**src/rtl/rca8_seq_pkg.sv**
```systemverilog
// Shared constants and state encoding for the sequential RCA8-based multiplier.
package rca8_seq_pkg;

  // Operand width is fixed by the RCA8 adder it time-shares.
  localparam int W     = 8;
  // One add-and-shift iteration per multiplier bit.
  localparam int ITER  = 8;
  // Iteration counter width.
  localparam int CNT_W = 4;

  localparam logic [CNT_W-1:0] LAST_CNT = CNT_W'(ITER - 1);

  typedef enum logic [1:0] {
    IDLE = 2'd0,
    RUN  = 2'd1,
    DONE = 2'd2
  } state_e;

endpackage

```
**src/rtl/RCA8.sv**
```systemverilog
// 8-bit ripple-carry adder/subtractor: z = a + b (sub=0) or a - b (sub=1).
module RCA8 (
  input  logic [7:0] a,
  input  logic [7:0] b,
  input  logic       sub,
  output logic [7:0] z,
  output logic       Cout
);

  logic [8:0] c;
  logic [7:0] bx;

  // Two's-complement subtract: invert b and inject the +1 as carry-in.
  assign bx   = b ^ {8{sub}};
  assign c[0] = sub;

  for (genvar i = 0; i < 8; i++) begin : g_fa
    assign z[i]   = a[i] ^ bx[i] ^ c[i];
    assign c[i+1] = (a[i] & bx[i]) | (c[i] & (a[i] ^ bx[i]));
  end

  assign Cout = c[8];

endmodule

```
**src/rtl/rca8_mult_seq.sv**
```systemverilog
// Sequential 8x8 unsigned shift-add multiplier reusing one RCA8 instance.
// start accepted in IDLE, 8 RUN iterations, one-cycle DONE with p valid.
module rca8_mult_seq
  import rca8_seq_pkg::*;
(
  input  logic          clk,
  input  logic          rst,
  input  logic          start,
  input  logic [W-1:0]  a,
  input  logic [W-1:0]  b,
  output logic          busy,
  output logic          done,
  output logic [2*W-1:0] p
);

  state_e           state_q, state_d;
  logic [W-1:0]     m_q, m_d;
  logic [W-1:0]     a_q, a_d;
  logic [W-1:0]     q_q, q_d;
  logic [CNT_W-1:0] cnt_q, cnt_d;
  logic [2*W-1:0]   p_q, p_d;

  logic [W-1:0]     add_z;
  logic             add_c;
  logic [W-1:0]     sum_s;
  logic             sum_c;

  // Shared adder: accumulator plus multiplicand, add-only.
  RCA8 u_rca8 (
    .a    (a_q),
    .b    (m_q),
    .sub  (1'b0),
    .z    (add_z),
    .Cout (add_c)
  );

  // Partial-product select: add M only when the current multiplier bit is set.
  // The carry must travel with the sum so it lands in A[7] after the shift.
  assign sum_s = q_q[0] ? add_z : a_q;
  assign sum_c = q_q[0] ? add_c : 1'b0;

  // Next-state, datapath and product-load logic.
  always_comb begin
    state_d = state_q;
    m_d     = m_q;
    a_d     = a_q;
    q_d     = q_q;
    cnt_d   = cnt_q;
    p_d     = p_q;
    case (state_q)
      IDLE: begin
        if (start) begin
          m_d     = a;
          q_d     = b;
          a_d     = '0;
          cnt_d   = '0;
          state_d = RUN;
        end
      end
      RUN: begin
        a_d   = {sum_c, sum_s[W-1:1]};
        q_d   = {sum_s[0], q_q[W-1:1]};
        cnt_d = cnt_q + CNT_W'(1);
        if (cnt_q == LAST_CNT) begin
          p_d     = {a_d, q_d};
          state_d = DONE;
        end
      end
      DONE:    state_d = IDLE;
      default: state_d = IDLE;
    endcase
  end

  // State and datapath registers; reset wins over any in-flight operation.
  always_ff @(posedge clk) begin
    if (rst) begin
      state_q <= IDLE;
      m_q     <= '0;
      a_q     <= '0;
      q_q     <= '0;
      cnt_q   <= '0;
      p_q     <= '0;
    end else begin
      state_q <= state_d;
      m_q     <= m_d;
      a_q     <= a_d;
      q_q     <= q_d;
      cnt_q   <= cnt_d;
      p_q     <= p_d;
    end
  end

  assign busy = (state_q != IDLE);
  assign done = (state_q == DONE);
  assign p    = p_q;

endmodule

```
**config.mk**
```make
export PLATFORM = sky130hd
export DESIGN_NAME = rca8_mult_seq
export DESIGN_NICKNAME = d
export VERILOG_FILES = /design/src/rtl/rca8_seq_pkg.sv /design/src/rtl/RCA8.sv /design/src/rtl/rca8_mult_seq.sv
export SDC_FILE = /design/constraint.sdc
export NUM_CORES = 1
export LEC_CHECK = 0
export ABC_AREA = 1
export BUFFER_PORTS_ARGS = -buffer_cell sky130_fd_sc_hd__buf_4
export CORE_ASPECT_RATIO = 1.25
export CORE_MARGIN = 2
export CORE_UTILIZATION = 25
export DETAILED_ROUTE_END_ITERATION = 10
export GPL_ROUTABILITY_DRIVEN = 0
export PLACE_DENSITY_LB_ADDON = 0.2
export SLEW_MARGIN = 20
export SYNTH_ARGS = -nofsm -noshare
export SYNTH_HDL_FRONTEND = slang
export SYNTH_SLANG_ARGS = --single-unit
```
**constraint.sdc**
```tcl
create_clock -name clk -period 3.6 [get_ports clk]
set_input_delay 0.36 -clock clk [delete_from_list [all_inputs] [get_ports clk]]
set_output_delay 0.36 -clock clk [all_outputs]
set_load 0.02 [all_outputs]
```
# --- Word level (Yosys, flattened, before mapping) ---
# Index checks and enable logic that the tools add are counted.
word_totals:
  wordCells: 67
  latchBits: 0
  ram_bits: 0
  mem_bits_ro: 0
  input_bits: 19
  memories: 0
  regBits: 46
classes:
  shifts: 0
  add_sub_neg: 1
  reduce_logical: 7
  n_mux: 11
  n_bitwise: 37
  div: 0
  n_eq_ne: 5
  order_cmp: 0
  multipliers: 0
op_table:
  columns: ["operator", "n"]
  rows:
  - ["one-hot mux 8 bit (2 select lines)", 2]
  - ["two-way mux 8 bit", 3]
  - ["AND 1 bit", 15]
  - ["XOR 1 bit", 15]
  - ["one-hot mux 4 bit (2 select lines)", 1]
  - ["AND reduction 2 bit", 4]
  - ["OR 1 bit", 7]
  - ["adder 4 x 1 -> 4 bit (second input constant)", 1]
  - ["equality test 4 x 3 -> 1 bit (second input constant)", 1]
  - ["two-way mux 2 bit", 2]
  - ["two-way mux 4 bit", 1]
  - ["!= test 2 bit (second input constant)", 2]
  - ["one-hot mux 2 bit (2 select lines)", 1]
  - ["nonzero test 2 bit", 2]
  - ["equality test 2 x 1 -> 1 bit (second input constant)", 1]
  - ["equality test 2 bit (second input constant)", 1]
  - ["zero test 2 bit", 1]
  - ["two-way mux 1 bit", 1]

# --- Longest topological paths before layout ---
logic_depth:
  ltp_word: 17
  mapped_depth: 14
  depth_no_buf: 14

# --- Hierarchy ---
# Synthesis repeated with hierarchy kept, for this count alone.
unflattened:
  hier_cells: 324
  hier_area_um2: 2352.3
by_module_without_submodules:
  columns: ["mod", "n_inst", "area_per_inst_um2", "cells_per_inst"]
  rows:
  - ["rca8_mult_seq", 1, 2008.2, 277]
  - ["RCA8", 1, 344.1, 47]

# --- Worst setup path after synthesis ---
# Ideal clock, no wire load.
synth_timing:
  path_kind: "register -> register"
  start: "reg m_q[0]"
  end: "reg a_q[6]"
  arrival_time_ns: 3.144
  synth_period_minus_slack_ns: 3.215
  setup_time_ns: 0.071
  n_path_buf: 0
  stages_incl_launch_ff: 15
  path_slack_ns: 0.385
  cell_sequence: "dfxtp_1 ha_1 inv_1 fa_1 fa_1 inv_1 fa_1 fa_1 fa_1 fa_1 fa_1 nand2_1 nand2_1 nand2_1 a21oi_1"
synth_via:
  elab_chain_len: 16
synth_lines:
  columns: ["element", "line", "source"]
  rows:
  - ["start, declared", "rca8_mult_seq.sv:17", "logic [W-1:0] m_q, m_d;"]
  - ["start signal, assigned", "rca8_mult_seq.sv:85", "m_q <= m_d;"]
  - ["AND 1 bit (2 in a row)", "RCA8.sv:19", "assign c[i+1] = (a[i] & bx[i]) | (c[i] & (a[i] ^ bx[i]));"]
  - ["OR 1 bit", "RCA8.sv:19", null]
  - ["AND 1 bit", "RCA8.sv:19", null]
  - ["OR 1 bit", "RCA8.sv:19", null]
  - ["AND 1 bit", "RCA8.sv:19", null]
  - ["OR 1 bit", "RCA8.sv:19", null]
  - ["AND 1 bit", "RCA8.sv:19", null]
  - ["OR 1 bit", "RCA8.sv:19", null]
  - ["AND 1 bit", "RCA8.sv:19", null]
  - ["OR 1 bit", "RCA8.sv:19", null]
  - ["AND 1 bit", "RCA8.sv:19", null]
  - ["OR 1 bit", "RCA8.sv:19", null]
  - ["XOR 1 bit", "RCA8.sv:18", "assign z[i] = a[i] ^ bx[i] ^ c[i];"]
  - ["two-way mux 8 bit", "rca8_mult_seq.sv:39", "assign sum_s = q_q[0] ? add_z : a_q;"]
  - ["one-hot mux 8 bit (2 select lines)", "rca8_mult_seq.sv:50", "case (state_q)"]
  - ["end signal, assigned", "rca8_mult_seq.sv:79", "a_q <= '0;"]
  - ["end signal, assigned", "rca8_mult_seq.sv:86", "a_q <= a_d;"]
  - ["end, declared", "rca8_mult_seq.sv:18", "logic [W-1:0] a_q, a_d;"]
# Every way passes these cells.
# A chain may end at the register's enable or synchronous reset.

# --- Worst setup path after layout ---
# Ends and elaborated chain as after synthesis.

==> out/qor.txt <==
DP Worst Slack = 0.2313 ns
CP Launch Type = flip-flop
Worst-path clk slew = 0.08 ns
HP Class = primary input to flip-flop
Crit Path Class = flip-flop to flip-flop
Final Instance Area = 0.002419 sq mm
CP Data Required Time = 3.83 ns
top cell type's share of synthesized area = 45.71%
Post CTS Setup Buffer Count = 0
commonest non-fill, non-tap cell in the layout = nand2_1
Design Power = 0.9513 mW
total CTS buffers = 5
clock skew = 0.002544 ns
initial antenna violation count = 0
MaxCap Viol Count = 0
CTS sink cnt = 46
Peak VDD IR = 0.1343 mV
DP HPWL = 3372 um
DR DRC count = 0
Row Count = 36
CTS HTree Levels = 2
Placed Instance Area = 0.002342 sq mm
First-pass DRT Iterations = 4
final setup margin = 0.1966 ns
core area = 0.007792 sq mm
final std cells w/o fill = 390
Die ar. = 0.008797 sq mm
antenna cells = 0
drt total wl = 4954 um
CTS tree = done
Slew Limit Fails = 0
post-CTS sizing = 0
register area share after synthesis = 45.71%
setup violators final = 0
final hold viol count = 0
layout net count = 323
FF-to-FF Start = m_q[0]$_SDFFE_PP0P_
most frequent cells in the layout = nand2_1 (76), dfxtp_1 (46), buf_4 (37)
pwr dens = 393.3 mW/mm^2
setup TNS = 0 ns
vias per std cell = 4.449
CTS Hold Bufs = 0
Post-DRT Antenna Nets = 0
total gr overflow = 0
initial core utilization = 25.85%
transition time at the pin with the least slew margin = 0.9091 ns
fraction of layout cells with a size suffix above 1 = 16.95%
post-synthesis cell area = 0.002014 sq mm
WL/cell = 12.70 um
die height = 104.4 um
min-delay src = a[7]
Syn-to-layout area delta = 20.06%
Rel. slew slack = 39.39%
RSZ-0062 raised after global routing = false
total of warnings raised by yosys = 0
fmax = 293.8 MHz
CP arrival = 3.63 ns
ranking of synthesized cells by area = dfxtp_1 (46%), nand2_1 (14%), fa_1 (7.0%), o21ai_0 (6.0%), nand3_1 (5.5%)
Synth Instances = 262
post-synth top area cell = dfxtp_1
vias = 1735
latest clock arrival within the worst-skew pair = 0.29 ns
pin count of the biggest net entering global routing = 21
1st-iter DRT viols = 60
FF+latch count, synth = 46
Setup crit end kind = flip-flop
global-route wire length before repair = 8500 um
status = complete, no violations
Leak Pwr = 1.078 nW
crit-path max FO = 2
num ports = 37
Final Cycle Share = 94.54%
clock root cell = clkbuf_8
CP startpoint = m_q[0]$_SDFFE_PP0P_
CTS max path bufs = 2
Yosys cell types = 20
Post-Syn Area per Cell = 7.689 sq um
crit path time final = 3.403 ns
Die W = 84.29 um
vias in the first global route = 1729
Tot GR Track Use = 12.06%
PortBufs = 36
syn_nets = 290
DP Cell Count = 383
[path summary, 6_finish.rpt]
check	endpoint	slack, ns	depth (start not counted)
worst min-delay path	m_q[7]$_SDFFE_PP0P_	0.31	3
worst max-delay path	a_q[6]$_SDFFE_PP0P_	0.20	14
worst max register to register	a_q[6]$_SDFFE_PP0P_	0.20	14
worst min register to register	p[7]$_SDFFE_PP0P_	0.47	2
[layer usage]
metal  part of all wire [%]  global-route usage, %  vias to the layer above
met3                    2.4                  1.746                        5
met4                    1.8                  4.493                        0
met1                     47                  14.82                      808
met2                     49                  21.09                       28
li1                       -                      -                      894
met5                      0                      0                        -
[state kept, by name, indices dropped and copies added, names as in the netlist]
signal / cells
q_q: 8
state_q: 2
m_q: 8
p: 16
cnt_q: 4
a_q: 8
[logic make-up (layout without fill, tap and decap cells)]
| kind of cell | after synthesis | count (layout) | share of synthesized area [%] |
|---|---|---|---|
| and+or+nand+nor | 136 | 136 | 28.88 |
| DFF | 46 | 46 | 45.71 |
| AOI/OAI and AO/OA | 39 | 39 | 9.876 |
| buffers and inverters | 32 | 65 | 7.329 |
| adders and majority gates | 9 | 9 | 8.198 |
[critical path, cell delays in order (launching register included)]
cell and delay, ns:
dfxtp_1 0.33, ha_1 0.19, inv_1 0.06, fa_1 0.17, fa_1 0.16, inv_1 0.04, fa_1 0.37, fa_1 0.39
fa_1 0.39, fa_1 0.39, fa_1 0.48, nand2_1 0.06, nand2_1 0.11, nand2_1 0.06, a21oi_1 0.14
[metrics by stage]
step	utilization, %	hold slack (ns)
2_1_floorplan	-	0.4291
3_3_place_gp	30.06	0.4635
3_5_place_dp	30.06	0.4630
4_1_cts	31.04	0.3075
5_1_grt	31.04	0.3219
6_report	31.04	0.3125
[report_power, final]
group          switching [mW]  internal [mW]  total (mW)
sequential             0.0152          0.527       0.543
clock                   0.174          0.134       0.308
combinational          0.0623         0.0381       0.100
[final cells by class]
class,count,area (sq um)
Fill cell,861,5374
Multi-Input combinational cell,184,945.9
Sequential cell,46,920.9
Timing Repair Buffer,37,277.8
Tap cell,95,118.9
Inverter,21,78.83
Clock buffer,7,76.32
[Yosys cell counts (all sizes together)]
master  count
a21oi      14
buf         8
clkbuf      3
dfxtp      46
fa          7
ha          2
inv        21
nand2      78
nand3      23
nor2       28
nor3b       6
o21ai      25
or2         1
Note: power is estimated with default switching activity, not from simulation.
